===== src/rtl/seq_mult_pl.sv =====
// Sequential shift-and-add unsigned multiplier. The multiply takes n CALC cycles.
// The 2n-bit product is registered, and a one-cycle pl strobe loads it into a downstream register.
module seq_mult_pl #(
   parameter int n = 32
) (
   input  logic           clk,
   input  logic           rst_n,
   input  logic           start,
   input  logic [n-1:0]   a,
   input  logic [n-1:0]   b,
   output logic           busy,
   output logic           pl,
   output logic [2*n-1:0] prod
);

   localparam int CW = $clog2(n);
   localparam logic [CW-1:0] CNT_LOAD = CW'(n - 1);

   typedef enum logic [1:0] {
      IDLE = 2'd0,
      CALC = 2'd1,
      DONE = 2'd2
   } state_t;

   state_t           state_q, state_d;
   logic [n-1:0]     mcand_q, mcand_d;
   logic [n-1:0]     mplier_q, mplier_d;
   logic [n-1:0]     acc_q, acc_d;
   logic [CW-1:0]    cnt_q, cnt_d;
   logic [2*n-1:0]   prod_q, prod_d;
   logic             busy_q, busy_d;
   logic             pl_q, pl_d;
   logic [n:0]       addend_s;
   logic [n:0]       sum_s;

   // State and datapath registers, cleared asynchronously
   always_ff @(posedge clk or negedge rst_n) begin
      if (!rst_n) begin
         state_q  <= IDLE;
         mcand_q  <= {n{1'b0}};
         mplier_q <= {n{1'b0}};
         acc_q    <= {n{1'b0}};
         cnt_q    <= {CW{1'b0}};
         prod_q   <= {(2*n){1'b0}};
         busy_q   <= 1'b0;
         pl_q     <= 1'b0;
      end else begin
         state_q  <= state_d;
         mcand_q  <= mcand_d;
         mplier_q <= mplier_d;
         acc_q    <= acc_d;
         cnt_q    <= cnt_d;
         prod_q   <= prod_d;
         busy_q   <= busy_d;
         pl_q     <= pl_d;
      end
   end

   // Next-state logic and one shift-and-add iteration per CALC cycle
   always_comb begin
      state_d  = state_q;
      mcand_d  = mcand_q;
      mplier_d = mplier_q;
      acc_d    = acc_q;
      cnt_d    = cnt_q;
      prod_d   = prod_q;

      if (mplier_q[0]) begin
         addend_s = {1'b0, mcand_q};
      end else begin
         addend_s = {(n+1){1'b0}};
      end
      sum_s = {1'b0, acc_q} + addend_s;

      case (state_q)
         IDLE: begin
            if (start) begin
               mcand_d  = a;
               mplier_d = b;
               acc_d    = {n{1'b0}};
               cnt_d    = CNT_LOAD;
               state_d  = CALC;
            end else begin
               state_d  = IDLE;
            end
         end
         CALC: begin
            // Shift {carry, acc, multiplier} right by one; the low product bits collect in the multiplier
            acc_d    = sum_s[n:1];
            mplier_d = {sum_s[0], mplier_q[n-1:1]};
            if (cnt_q == {CW{1'b0}}) begin
               prod_d  = {sum_s[n:1], sum_s[0], mplier_q[n-1:1]};
               state_d = DONE;
            end else begin
               cnt_d   = cnt_q - CW'(1);
            end
         end
         DONE: begin
            state_d = IDLE;
         end
         default: begin
            state_d = IDLE;
         end
      endcase

      busy_d = (state_d != IDLE);
      pl_d   = (state_d == DONE);
   end

   assign busy = busy_q;
   assign pl   = pl_q;
   assign prod = prod_q;

endmodule


===== config.mk =====
export PLATFORM = sky130hd
export DESIGN_NAME = seq_mult_pl
export DESIGN_NICKNAME = d
export VERILOG_FILES = /design/src/rtl/seq_mult_pl.sv
export SDC_FILE = /design/constraint.sdc
export NUM_CORES = 1
export LEC_CHECK = 0
export ABC_AREA = 1
export CORE_MARGIN = 2
export CORE_UTILIZATION = 50
export CTS_CLUSTER_DIAMETER = 200
export DETAILED_ROUTE_END_ITERATION = 8
export DONT_BUFFER_PORTS = 1
export GPL_ROUTABILITY_DRIVEN = 0
export PLACE_DENSITY = 0.62
export SLEW_MARGIN = 25
export SYNTH_ARGS = -nofsm -noshare
export SYNTH_HDL_FRONTEND = slang
export SYNTH_SLANG_ARGS = --single-unit

===== constraint.sdc =====
create_clock -name clk -period 5.4 [get_ports clk]
set_input_delay 0.27 -clock clk [delete_from_list [all_inputs] [get_ports clk]]
set_output_delay 0.27 -clock clk [all_outputs]
set_load 0.01 [all_outputs]

==> flow_summary.yaml <==
cells_and_area:
  layout.core_utilization_pct: 58.4
  num_antenna_cells: 0
  finish.net_count: 1350
  post_route_cells_drive_above_1_share_pct: 6.89
  area_growth_syn_to_layout_pct: 14.4
synth:
  avgSynthCellArea_sq_um: 7.65
  synth_top_area_share_pct: 45.9
  count_of_warnings_emitted_by_yosys: 0
  post_synth_instance_area_sq_um: 9210
  ranking_of_synthesized_cells_by_instance_count: "398 x sky130_fd_sc_hd__nand2_1, 186 x sky130_fd_sc_hd__inv_1, 169 x sky130_fd_sc_hd__dfrtp_1"
  synthTopCellsByArea: "sky130_fd_sc_hd__dfrtp_1 46%, sky130_fd_sc_hd__nand2_1 16%, sky130_fd_sc_hd__inv_1 7.6%"
  synth.largest_area_cell: "sky130_fd_sc_hd__dfrtp_1"
  synthFlopType: "sky130_fd_sc_hd__dfrtp_1"
  ffs_w_async_s_r_synth_pct: 100
  ys_seq_area_share_pct: 45.9
  yosys.cell_count.top_type: "sky130_fd_sc_hd__nand2_1"
  synthesis.nets: 1304
  synthesized_instance_count: 1203
  ys_types: 33
  synth_enable_flop_cells: 0
  ys_ff_latch: 169
critical_path:
  worstPathCellList: "nor2_1 > nand2_2 > nand2_2 > inv_2 > buf_4 > nand2_1 > nand2_1"
  crit_arrival_ns: 3.49
  worst_ep_required_time_ns: 5.77
  timing.critical_path.fanout_max: 41
  cp_slowest_stage_delay_ns: 0.73
  start_kind: "flop"
  critical_path_buf_inv_count: 2
  path_class: "flop to flop"
  timing.critical_path.slowest_stage_cell: "sky130_fd_sc_hd__inv_2"
  critical_path.top_delay_family: "simple AND/OR/NAND/NOR gates"
  endpoint_kind: "flop"
clock_tree:
  cts.reportedPaths.clkPinSlew_ns: 0.08
  tritoncts: "yes"
  cts.root.buffer_cell: "sky130_fd_sc_hd__clkbuf_16"
  worstSkewPairLatency_ns: 0.44
  cts_num_sinks: 169
  ctsLongestPathBuffers: 2
  cts_made_buffers: 17
  post_cts_resize_count: 0
  htreeDepth: 4
power_and_ir_drop:
  power_leakage_nw: 5.72
  power_per_cell_area_nw_per_um2: 639
  maximum_resistive_drop_on_vdd_v: 0.000408
routing:
  routedLengthMet1_um: 10600
  wl_met3_um: 1370
  dr.first_iter.drc_count: 641
  routed_wl_um: 22500
  antenna_violating_nets_post_route: 0
  dr_total_vias: 7566
  route.detailed.wl_per_inst_um: 15.1
  remaining_drc_errors: 0
  met2_wirelength_um: 10000
  avgViaCountPerCell: 5.07
  detail_route.first_pass.iterations: 5
  maxUsedRoutingLayer: "met4"
place:
  dp_hpwl_um: 15400
  io_buffer_count: 0
  placement.setup.worst_slack_ns: 2.25
timing:
  rsz_0062_raised_after_global_routing: "false"
  worst_slew_pin_slew_ns: 0.870
  finalCritPeriodShare_pct: 57.7
  timing.clock.skew_ns: 0.0159
  max_clock_freq_mhz: 321
  final_setup_viols: 0
  slew_headroom_pct: 41.8
  final.setup.worst_slack_ns: 2.29
  maxSlewViolCount: 0
  final.setup.tns_ns: 0
  period_minus_slack_ns: 3.11
  finalHoldViolCount: 0
global_route:
  number_of_antenna_violations_at_the_first_check_in_global_routing: 0
  wire_length_of_the_first_global_routing_pass_um: 38000
  grtUsageTotal_pct: 24.2
  grt_overflow: 0
  grt_pass1_vias: 7440
  grt_max_degree: 170
die:
  initial_core_util_pct: 51.1
  fp-row-count: 49
  fp.coreArea_sq_um: 18000
  die_area_sq_um: 19500
  dieWidth_um: 140
  ios: 133
  chipHeight_um: 140
flow_run:
  maxcap_viol_count: 0
status:
  status: "finished, final reports clean"
min_path:
  worstHoldPathType: "input pin to flop"
==> cells in the final DEF (no fill, tap or decap), drive strengths merged <==
| master | synthesis | layout |
|---|---|---|
| clkinv | 0 | 5 |
| ha | 33 | 33 |
| dlygate4sd3 | 0 | 63 |
| mux2 | 32 | 32 |
| clkbuf | 19 | 18 |
| a21oi | 53 | 53 |
| o21ai | 122 | 122 |
| o21bai | 3 | 3 |
| nand3 | 64 | 64 |
| a31oi | 1 | 1 |
| dfrtp | 169 | 169 |
| a21o | 1 | 1 |
| buf | 21 | 4 |
| xnor2 | 11 | 11 |
| a21boi | 1 | 1 |
| nand3b | 6 | 6 |
| inv | 189 | 197 |
| or2 | 2 | 2 |
| xor2 | 2 | 2 |
| nor3 | 7 | 7 |
| nor2 | 56 | 56 |
| fa | 1 | 1 |
| clkinvlp | 0 | 1 |
| nand2 | 407 | 407 |
| nand4 | 3 | 3 |
==> repair_timing <==
| action | 4_1_cts | 5_1_grt |
|---|---|---|
| setup buffers | 0 | 0 |
| hold buffers | 64 | 0 |
| endpoints found under the hold margin | 231 | 0 |
==> stage by stage <==
stage	power (mW)	instance area (sq um)	hold slack, ns	std cells
floorplan	4.69	9210	-0.0256	1203
detailed placement	5.46	9300	-0.0200	1395
global placement	5.41	9300	-0.0209	1395
global route	7.40	10500	0.0352	1491
finish	6.73	10500	0.0116	1491
CTS	6.75	10500	0.00912	1491
==> state kept, by name, indices dropped and copies added, names as in the netlist <==
name and cells:
busy 1, state_q 2, mcand_q 32, prod 64, pl 1, cnt_q 5
mplier_q 32, acc_q 32
==> layer usage <==
metal  GRT usage (%)  vias up
li1                -     3853
met1            33.8     3452
met2            38.0      225
met3            5.54       36
met4            7.11        0
met5               0        -
==> worst paths after layout <==
path | startpoint | to | slack (ns) | depth (start not counted)
min in group asynchronous | rst_n | prod[4] | 0.56 | 2
hold reg to reg | cnt_q[0] | cnt_q[0] | 0.47 | 1
setup reg to reg | state_q[1] | acc_q[30] | 2.29 | 7
setup / recovery | state_q[1] | acc_q[30] | 2.29 | 7
max in group asynchronous | rst_n | mplier_q[0] | 4.21 | 2
hold / removal | b[10] | mplier_q[10] | 0.01 | 2
==> layout make-up <==
class,count,area [sq um]
fillers,1680,7490
flip-flops and latches,169,4230
multi-input cells,805,4050
inverters,189,711
repair buffers,67,681
clock buffers,18,429
well taps,229,287
clock inverters,14,148
==> power breakdown <==
part | switching [mW] | internal, mW
Combinational | 2.15 | 1.20
Clock | 0.593 | 0.620
Sequential | 0.372 | 1.80
==> kinds of logic after synthesis <==
kind of cell	count (synthesis)	synth area share, %
adder cells (fa/ha/maj)	34	4.70
XOR/XNOR	13	1.24
buffers and inverters	229	10.1
AND/OR/NAND/NOR	545	24.1
multiplexers	32	3.91
AO/OA/AOI/OAI	181	9.99
flip-flops	169	45.9
==> worst register-to-register path, cell delays in order, from the launching register on <==
cell	delay (ns)
sky130_fd_sc_hd__dfrtp_1	0.39
sky130_fd_sc_hd__nor2_1	0.07
sky130_fd_sc_hd__nand2_2	0.64
sky130_fd_sc_hd__nand2_2	0.60
sky130_fd_sc_hd__inv_2	0.74
sky130_fd_sc_hd__buf_4	0.43
sky130_fd_sc_hd__nand2_1	0.12
sky130_fd_sc_hd__nand2_1	0.08
(Power assumes the default switching activity.)
